===== src/rtl/pipe_skid_stage.sv =====
// rtl/pipe_skid_stage.sv - multi-lane EX pipeline register with 2-entry skid, flush, lane kill and exception hold
module pipe_skid_stage #(
    parameter int LANES  = 2,
    parameter int DATA_W = 128,
    parameter int SKID   = 1
) (
    input  logic                     clk,
    input  logic                     reset,
    input  logic                     flush,
    input  logic                     in_valid,
    output logic                     in_ready,
    input  logic [LANES-1:0]         in_lane_valid,
    input  logic [LANES-1:0]         in_excp,
    input  logic [LANES*DATA_W-1:0]  in_data,
    output logic                     out_valid,
    input  logic                     out_ready,
    output logic [LANES-1:0]         out_lane_valid,
    output logic [LANES-1:0]         out_excp,
    output logic [LANES*DATA_W-1:0]  out_data,
    output logic [1:0]               occupancy,
    output logic                     excp_hold
);

    typedef enum logic [1:0] {
        ST_EMPTY = 2'd0,
        ST_ONE   = 2'd1,
        ST_TWO   = 2'd2
    } state_t;

    state_t                    state_q, state_d;
    logic [LANES-1:0]          main_lv_q, main_lv_d, main_ex_q, main_ex_d;
    logic [LANES-1:0]          skid_lv_q, skid_lv_d, skid_ex_q, skid_ex_d;
    logic [LANES*DATA_W-1:0]   main_data_q, main_data_d, skid_data_q, skid_data_d;
    logic                      excp_hold_q, excp_hold_d;
    logic                      in_ready_q, in_ready_d;

    logic [LANES-1:0]          kill_lv, kill_ex;
    logic                      excp_seen;
    logic                      push, pop, store;

    // Everything younger than the oldest valid excepting lane is squashed.
    always_comb begin
        excp_seen = 1'b0;
        kill_lv   = '0;
        kill_ex   = '0;
        for (int i = 0; i < LANES; i++) begin
            kill_lv[i] = in_lane_valid[i] & ~excp_seen;
            kill_ex[i] = in_excp[i] & ~excp_seen;
            excp_seen  = excp_seen | (in_lane_valid[i] & in_excp[i]);
        end
    end

    assign out_valid      = (state_q != ST_EMPTY);
    assign out_lane_valid = main_lv_q;
    assign out_excp       = main_ex_q;
    assign out_data       = main_data_q;
    assign excp_hold      = excp_hold_q;
    assign occupancy      = (state_q == ST_TWO) ? 2'd2 :
                            (state_q == ST_ONE) ? 2'd1 : 2'd0;

    assign in_ready = (SKID != 0) ? (in_ready_q & ~reset)
                                  : (~reset & ~excp_hold_q & (~out_valid | out_ready));

    assign push  = in_valid & in_ready;
    assign pop   = out_valid & out_ready;
    assign store = push & (|kill_lv);

    always_comb begin
        state_d     = state_q;
        main_lv_d   = main_lv_q;
        main_ex_d   = main_ex_q;
        main_data_d = main_data_q;
        skid_lv_d   = skid_lv_q;
        skid_ex_d   = skid_ex_q;
        skid_data_d = skid_data_q;
        excp_hold_d = excp_hold_q | (store & (|kill_ex));
        if (flush) begin
            state_d     = ST_EMPTY;
            main_lv_d   = '0;
            main_ex_d   = '0;
            main_data_d = '0;
            skid_lv_d   = '0;
            skid_ex_d   = '0;
            skid_data_d = '0;
            excp_hold_d = 1'b0;
        end else begin
            case (state_q)
                ST_EMPTY: begin
                    if (store) begin
                        state_d     = ST_ONE;
                        main_lv_d   = kill_lv;
                        main_ex_d   = kill_ex;
                        main_data_d = in_data;
                    end
                end
                ST_ONE: begin
                    if (store && pop) begin
                        main_lv_d   = kill_lv;
                        main_ex_d   = kill_ex;
                        main_data_d = in_data;
                    end else if (store) begin
                        state_d     = ST_TWO;
                        skid_lv_d   = kill_lv;
                        skid_ex_d   = kill_ex;
                        skid_data_d = in_data;
                    end else if (pop) begin
                        state_d     = ST_EMPTY;
                        main_lv_d   = '0;
                        main_ex_d   = '0;
                        main_data_d = '0;
                    end
                end
                ST_TWO: begin
                    if (pop) begin
                        state_d     = ST_ONE;
                        main_lv_d   = skid_lv_q;
                        main_ex_d   = skid_ex_q;
                        main_data_d = skid_data_q;
                        skid_lv_d   = '0;
                        skid_ex_d   = '0;
                        skid_data_d = '0;
                    end
                end
                default: state_d = ST_EMPTY;
            endcase
        end
        // Ready is decided a cycle early so it never depends on out_ready.
        in_ready_d = ~excp_hold_d & (state_d != ST_TWO);
    end

    always_ff @(posedge clk) begin
        if (reset) begin
            state_q     <= ST_EMPTY;
            main_lv_q   <= '0;
            main_ex_q   <= '0;
            main_data_q <= '0;
            skid_lv_q   <= '0;
            skid_ex_q   <= '0;
            skid_data_q <= '0;
            excp_hold_q <= 1'b0;
            in_ready_q  <= 1'b1;
        end else begin
            state_q     <= state_d;
            main_lv_q   <= main_lv_d;
            main_ex_q   <= main_ex_d;
            main_data_q <= main_data_d;
            skid_lv_q   <= skid_lv_d;
            skid_ex_q   <= skid_ex_d;
            skid_data_q <= skid_data_d;
            excp_hold_q <= excp_hold_d;
            in_ready_q  <= in_ready_d;
        end
    end

endmodule


===== config.mk =====
export PLATFORM = sky130hd
export DESIGN_NAME = pipe_skid_stage
export DESIGN_NICKNAME = d
export VERILOG_FILES = /design/src/rtl/pipe_skid_stage.sv
export SDC_FILE = /design/constraint.sdc
export NUM_CORES = 1
export LEC_CHECK = 0
export CAP_MARGIN = 20
export CORE_MARGIN = 2
export CORE_UTILIZATION = 45
export DETAILED_ROUTE_END_ITERATION = 10
export GPL_ROUTABILITY_DRIVEN = 0
export PLACE_DENSITY = 0.79
export REMOVE_ABC_BUFFERS = 1
export SKIP_CTS_REPAIR_TIMING = 1
export SYNTH_ARGS = -nofsm -noshare
export SYNTH_HDL_FRONTEND = slang
export SYNTH_SLANG_ARGS = --single-unit

===== constraint.sdc =====
create_clock -name clk -period 4.6 [get_ports clk]
set_clock_uncertainty 0.2 [all_clocks]
set_input_delay 0.92 -clock clk [delete_from_list [all_inputs] [get_ports clk]]
set_output_delay 0.92 -clock clk [all_outputs]
set_load 0.03 [all_outputs]

======== Yosys cells after proc, flatten, opt, wreduce, memory -nomap -nowiden ========
Cells that the tools add are included.
Widths: inputs -> output; s select.
word-level totals
  flip-flop bits (word level) ............. 524
  output and inout port bits .............. 265
  logic and storage cells ................. 73
operators by class
  equality and inequality tests ........... 9
  muxes and demuxes ....................... 32
  bitwise operators ....................... 13
  reductions and logical operators ........ 10
operators by type and width
  cell                number
  $mux 256            6
  $pmux 256 s3        1
  $pmux 256 s2        1
  $mux 2              17
  $pmux 2 s3          3
  $ne 2x2->1 const B  5
  $and 1x1->1         9
  $pmux 2 s2          2
  $ne 3x2->1 const B  2
  $reduce_or 2->1     3
  $reduce_and 5->1    1
  $reduce_and 4->1    1
  $reduce_bool 2->1   2
  $not 1->1           3
  $reduce_bool 3->1   1
  $eq 2x1->1 const B  1
  $eq 2x2->1 const B  1
  $logic_not 2->1     1
  $mux 1              2
  $logic_and 1x1->1   1
  $or 1x1->1          1

======== Depth between registers and ports, before layout ========
Gate-level depths: netlist of run 1.
  depth after elaboration ................. 11
  depth in mapped cells ................... 9
  mapped depth without buffers ............ 6

======== Worst setup path after synthesis of run 1 ========
Ideal clock, no wire load.
  path kind ............................... input to register
  start ................................... in reset
  end ..................................... reg main_data_q[0] (netlist: out_data[0])
  arrival time ............................ 2488 ps
  setup slack ............................. 1852 ps
  cell stages on the path ................. 8
  path buffers ............................ 3
  path through ............................ nand2b_1 > buf_2 > inv_1 > a41oi_1 > nor3b_2 > buf_2 > buf_2 > a221o_1
between the ends
  cells in the longest elaborated chain, start to end .. 7
  elaborated cells between the ends (all ways) .. 12
  those cells by class .................... eq/ne (3); mux (2); bitwise (4); reduce/logical (3)
ends and longest elaborated chain
  element                                                            line  RTL
  start, declared                                                    8     input logic reset,
  $not 1->1 *                                                        --
  $and 1x1->1 *                                                      61    assign in_ready = (SKID != 0) ? (in_ready_q & ~reset)
  net in_ready                                                       11    output logic in_ready,
  $and 1x1->1 *                                                      64    assign push = in_valid & in_ready;
  $and 1x1->1 *                                                      66    assign store = push & (|kill_lv);
  $logic_and 1x1->1                                                  97    if (store && pop) begin
  $ne 3x2->1 (no source line) or $mux 256 (tied branches)            --
  $reduce_and 5->1 (no source line) or $pmux 256 s3 (tied branches)  --
  end signal, assigned                                               146   main_data_q <= main_data_d;
  end, declared                                                      33    logic [LANES*DATA_W-1:0] main_data_q, main_data_d, skid_data_q, skid_data_d;
Mark *: on every way through the listed nets, which the timed path passes. The rest lies on a longest branch.
A chain may end at the register's enable or synchronous reset.

======== Worst setup path after layout of run 1 ========
  start ................................... in reset
  end ..................................... out in_ready
between the ends
  cells in the longest elaborated chain, start to end .. 2
ends and longest elaborated chain
  element        line
  $not 1->1      --
  $and 1x1->1    61
  end, declared  11
No other way between the ends.

==> run_results.csv, run 1 <==
group,metric,value,unit
grt,grt_antenna_before_repair,4,
timing,rsz0062_at_grt,"false",
placement,dp_cells,3025,
yosys,netlist_area,20600,µm²
yosys,yosys.cell_types.count,34,
yosys,yosysSeqAreaShare,50.9,%
worst_setup_path,cp.arrival,2.63,ns
routing,routed.top_layer,"met5",
clocking,cts-htree-levels,2,
yosys,yosysWarnings,0,
timing,setup_violations,0,
routing,first_iter_violations,1791,
worst_setup_path,cp-start-kind,"input pin",
outcome,status,"complete, no violations",
floorplan,fp.dieW,218,µm
floorplan,rows,78,
cells_and_area,nets,2748,
yosys,synth-seq-cells,524,
routing,wl_met3,4930,µm
grt,grt_first_pass_wirelength,99700,µm
timing,hold_viol,0,
floorplan,pin_count,530,
floorplan,die_h,218,µm
power,p_switching,2210,µW
worst_setup_path,criticalPathCategory,"input pin to output port",
worst_setup_path,crit_chain,"clkdlybuf4s50_1 -> nand2b_1 -> inv_1 -> clkdlybuf4s50_1",
yosys,synth_ff_type,"dfxtp_1",
timing,finalCriticalPeriod,3.75,ns
power,vdd.ir_drop.worst,0.000324,V
clocking,clk_latency,0.59,ns
worst_setup_path,crit_top_cell,"clkdlybuf4s50_1",
routing,routed_wl,64500,µm
yosys,synth.avg_cell_area,9.79,µm²
worst_setup_path,critPathBufInv,3,
power,internal_power,7510,µW
yosys,synth_edf_count,0,
clocking,clock-sinks,524,
clocking,cts_made_buffers,52,
routing,final_antenna_net_count,0,
job,cap_violations,0,
yosys,synthTopCellsByCount,"dfxtp_1, a21oi_1, nand3_1",
grt,grtUsageTotal,25.6,%
power,pwr-share-comb,7.9,%
power,switching_share,22.7,%
timing,setup-tns-final,0,ns
worst_setup_path,cp_max_fo,9,
yosys,yosysTopAreaCell,"dfxtp_1",
yosys,synth_top_area_share,50.9,%
yosys,synth_cells,2107,
cells_and_area,fin_cells,3120,
worst_setup_path,critPathMaxStageDelay,0.71,ns
yosys,yosysMostFrequentCell,"dfxtp_1",
clocking,clk_path_buf_depth,3,
routing,drc,0,
floorplan,core_area,45300,µm²
floorplan,dieArea,47600,µm²
yosys,synthTopCellsByArea,"dfxtp_1, a221o_1, nand3b_1",
worst_setup_path,endpoint_kind,"output port",
cells_and_area,drive_gt1_share,4.33,%
clocking,root_buffer,"clkbuf_16",
yosys,async_flop_share,0,%
grt,grt_max_degree,151,
worst_setup_path,required,3.48,ns
worst_setup_path,slowest_stage,"clkdlybuf4s50_1",
routing,firstDrtPassIters,5,
placement,dpl.hpwl,38400,µm
timing,final_max_slew_viol_count,0,
routing,wl_met1,25600,µm
clocking,clk_pin_slew,0.06,ns
grt,grt_pass1_vias,18287,
power,p_per_area,350,nW/µm²
routing,wl_per_cell,20.7,µm
clocking,cts_tree,"built",
power,seqPwrFrac,47.8,%
power,power_leakage,0.00941,µW
routing,viasPerCell,5.96,
cells_and_area,finish.utilization,61.3,%
routing,vias,18601,
grt,overflow,0,
timing,period_share,81.5,%
worst_hold_path,hp-class,"flip-flop to flip-flop",
timing,max_slew_margin,35.4,%
timing,hold-worst-slack,0.259,ns
placement,portBuffers,529,
cells_and_area,area_growth,34.7,%
floorplan,start_util,45.5,%
timing,worst_slew_pin_slew,0.969,ns
worst_setup_path,critPathTopFamily,"buffers and inverters",
routing,dr_wl_met2,31300,µm
power,clockPowerShare,44.3,%
timing,fmax,0.267,GHz
## sequential cells by signal (all words and copies together) (netlist names)
signal          count
out_excp            2
in_ready_q          1
skid_lv_q           2
state_q             2
out_lane_valid      2
excp_hold           1
out_data          256
skid_data_q       256
skid_ex_q           2
## placed cells by master, fill, tap and decap left out, types with 9 or more instances in the layout
master,count
clkdlybuf4s50_1,529
dfxtp_1,524
a21oi_1,265
nand3_1,262
nand3b_1,259
and2_1,258
a221o_1,258
clkbuf_16,53
clkbuf_8,13
buf_12,13
clkbuf_1,12
clkinv_2,9
## cell families after synthesis
kind of cell,share of synthesized area (%)
simple gates,24.3
compound gates,19.7
flops,50.9
buf+inv,4.90
fa+ha+maj,0.243
## worst paths after layout
check	from	end	slack, ns	depth (start not counted)
max	reset	in_ready	0.85	4
min	skid_data_q[154]	skid_data_q[154]	0.26	2
max reg2reg	state_q[0]	out_data[11]	1.34	7
min reg2reg	skid_data_q[154]	skid_data_q[154]	0.26	2
## metal layers
layer  vias up  track usage (%)
li1       8529                -
met1      9161             31.0
met2       746             43.1
met3       163             6.14
met4         2             11.3
met5         -                0
## worst register-to-register path: cells and delay by family, from the launching register on
kind,cells,cell delay (ns)
simple gates,2,0.78
buf+inv,2,0.63
compound gates,2,0.78
fa+ha+maj,1,0.38
flops,1,0.41
## power by group through the flow
stage	Combinational, µW	Clock [µW]	Sequential, µW
final	770	4300	4640
after global routing	804	4540	4650
after CTS	768	4370	4640
after detailed placement	765	0	4740
after global placement	756	0	4740
after floorplan	177	0	4850
## area by class of cell
cell class                      count  area, µm²
Fill cell                        3659      17500
Clock buffer                       78       1550
Clock inverter                     14        173
Multi-Input combinational cell   1346       9180
Antenna cell                        3       7.51
Sequential cell                   524      10500
Tap cell                          600        751
Inverter                            7       26.3
Timing Repair Buffer              548       5600
## through the flow
step	power [µW]	setup WS [ns]	instance area [µm²]
finish	9720	0.851	27800
global route	10000	0.780	27800
CTS	9780	0.861	27800
detailed placement	5510	0.860	26000
global placement	5500	0.900	26000
floorplan	5030	-9.88	19600
(Power assumes the default switching activity.)
==> run 2, diff against run 1 <==
- CORE_UTILIZATION: 45 -> 44
- PLACE_DENSITY: 0.79 -> 0.81
- clock period: 4.6 -> 3.2 ns (I/O delays scaled with it)
==> run 2 against run 1 <==
  * First-iteration DRC count is 4.2% higher
  * Critical path depth is 1 lower
  * Cell area is 1.9% higher
  * Hold slack better by 0.0013 ns
  * Sequential cell count stayed put
  * Total power is 42% higher
  * Routed wire length is 3.5% higher
  * Non-clock buffer count is 50 higher
  * Register-to-register slack worse by 1.1 ns
  * Sequential share of layout area is 0.69 points lower
  * Sequential power is 44% higher
==> run_results.csv, run 2 (synthesized netlist as in run 1, its figures left out) <==
group,metric,value,unit
floorplan,core_area,46500,µm²
grt,grt_busiest_layer,"met2",
clocking,clk_pin_slew,0.06,ns
clocking,clk_path_buf_depth,3,
worst_setup_path,cp-start-kind,"flip-flop",
worst_hold_path,hp-class,"flip-flop to flip-flop",
power,p_per_area,489,nW/µm²
grt,grt_util_met3,4.81,%
placement,dpl.hpwl,42100,µm
timing,period_share,94.8,%
worst_setup_path,required,2.36,ns
clocking,cts_made_buffers,53,
worst_setup_path,cp_max_fo,9,
worst_setup_path,r2r_slack,0.28,ns
routing,final_antenna_net_count,0,
timing,rsz0062_at_grt,"false",
grt,grt_pass1_vias,18393,
cells_and_area,final_cell_mix,"clkdlybuf4s50_1, dfxtp_1, a21oi_1",
clocking,clock-sinks,524,
worst_setup_path,reg2reg_from,"state_q[1]",
routing,viasPerCell,6.01,
cells_and_area,area_growth,37.2,%
outcome,status,"complete, no violations",
timing,hold_viol,0,
cells_and_area,nets,2799,
grt,grt_max_degree,141,
floorplan,die_h,221,µm
floorplan,fp.dieW,221,µm
timing,fmax,0.330,GHz
worst_setup_path,rr_worst_depth,8,
routing,vias,19081,
timing,hold-worst-slack,0.260,ns
cells_and_area,fill_cells,3752,
cells_and_area,final_common_cell,"clkdlybuf4s50_1",
worst_setup_path,criticalPathCategory,"flip-flop to output port",
placement,portBuffers,529,
job,cap_violations,0,
power,vdd.ir_drop.worst,0.000426,V
clocking,cts-htree-levels,2,
routing,firstDrtPassIters,5,
worst_hold_path,holdPathEnd,"skid_data_q[203]",
clocking,cts_tree,"built",
clocking,clk_latency,0.59,ns
routing,wl_per_cell,21.0,µm
grt,grt_first_pass_wirelength,101000,µm
grt,overflow,0,
clocking,root_buffer,"clkbuf_16",
grt,grtUsageTotal,25.6,%
routing,drc,0,
timing,max_slew_margin,23.5,%
routing,first_iter_violations,1866,
power,power_leakage,0.00970,µW
worst_setup_path,endpoint_kind,"output port",
timing,final_max_slew_viol_count,0,
floorplan,start_util,44.4,%
timing,setup_violations,0,
worst_hold_path,holdPathStages,2,
cells_and_area,finish.utilization,60.9,%
grt,grt_antenna_before_repair,2,
grt,grt_use_met2,41.9,%
worst_setup_path,reg2reg_to,"out_data[115]",
cells_and_area,drive_gt1_share,6.19,%
worst_setup_path,cp.arrival,2.19,ns
floorplan,rows,79,
timing,worst_slew_pin_slew,1.15,ns
timing,finalCriticalPeriod,3.03,ns
worst_hold_path,min_from,"skid_data_q[203]",
grt,met1_usage,32.9,%
floorplan,dieArea,48600,µm²
routing,routed_wl,66800,µm
floorplan,pin_count,530,
[run 2: changes by cell type in the layout (fill, tap and decap cells not counted), sizes merged, moves of 2 or more]
cell	delta
bufinv	-2
buf	+51
clkinvlp	+2
diode	-2
clkinv	+2
clkdlybuf4s50	-2
clkbuf	-2
[run 2: final cells by class]
class	instances	area (µm²)	share of cell area, %
clock buffers	76	1530	5.39
flip-flops and latches	524	10500	37.1
clock inverters	17	150	0.531
inverters	7	26.3	0.0929
repair buffers	598	6160	21.8
well taps	607	759	2.68
multi-input cells	1346	9180	32.4
diodes	1	2.50	0.00884
[run 2: metrics by stage]
stage | setup TNS (ns) | area, µm² | std cells | total power, µW | worst slack (ns)
2_1_floorplan | -5554.26 | 19600 | 1877 | 7230 | -11.28
3_3_place_gp | 0 | 26600 | 3082 | 7940 | 0.137
3_5_place_dp | 0 | 26600 | 3082 | 7960 | 0.0739
4_1_cts | -0.00769 | 28300 | 3175 | 13900 | -0.00769
5_1_grt | 0 | 28300 | 3176 | 14200 | 0.0440
6_report | 0 | 28300 | 3176 | 13800 | 0.166
[run 2: critical path: stages (launching register included)]
cell	delay, ns
dfxtp_1	0.38
inv_1	0.11
ha_1	0.34
clkdlybuf4s50_1	0.78
[run 2: where the power goes]
group	total, µW	internal, µW	leakage [µW]	switching [µW]
Clock	6010	3460	0.000821	2550
Sequential	6680	6620	0.00423	63.3
Combinational	1150	559	0.00465	593
[run 2: routing by layer]
layer | wire length, µm | share of wire [%] | vias up
met3 | 4900 | 7.3 | 187
met2 | 32000 | 48 | 899
met4 | 2980 | 4.5 | 2
met1 | 26900 | 40 | 9350
met5 | 15 | 0.022 | -
li1 | - | - | 8643
[run 2: worst max path at each step]
| stage | startpoint | to |
|---|---|---|
| 3_3_place_gp | reset | out_data[116] |
| 6_report | state_q[1] | occupancy[0] |
| 2_1_floorplan | state_q[0] | out_data[0] |
| 4_1_cts | state_q[1] | out_valid |
| 5_1_grt | state_q[1] | occupancy[0] |
| 3_5_place_dp | reset | out_data[171] |
==> run 3, diff against run 2 <==
- SLEW_MARGIN: unset -> 10
==> results of run 3 <==
No change in the layout: final DEF, timing and power equal those of run 2.
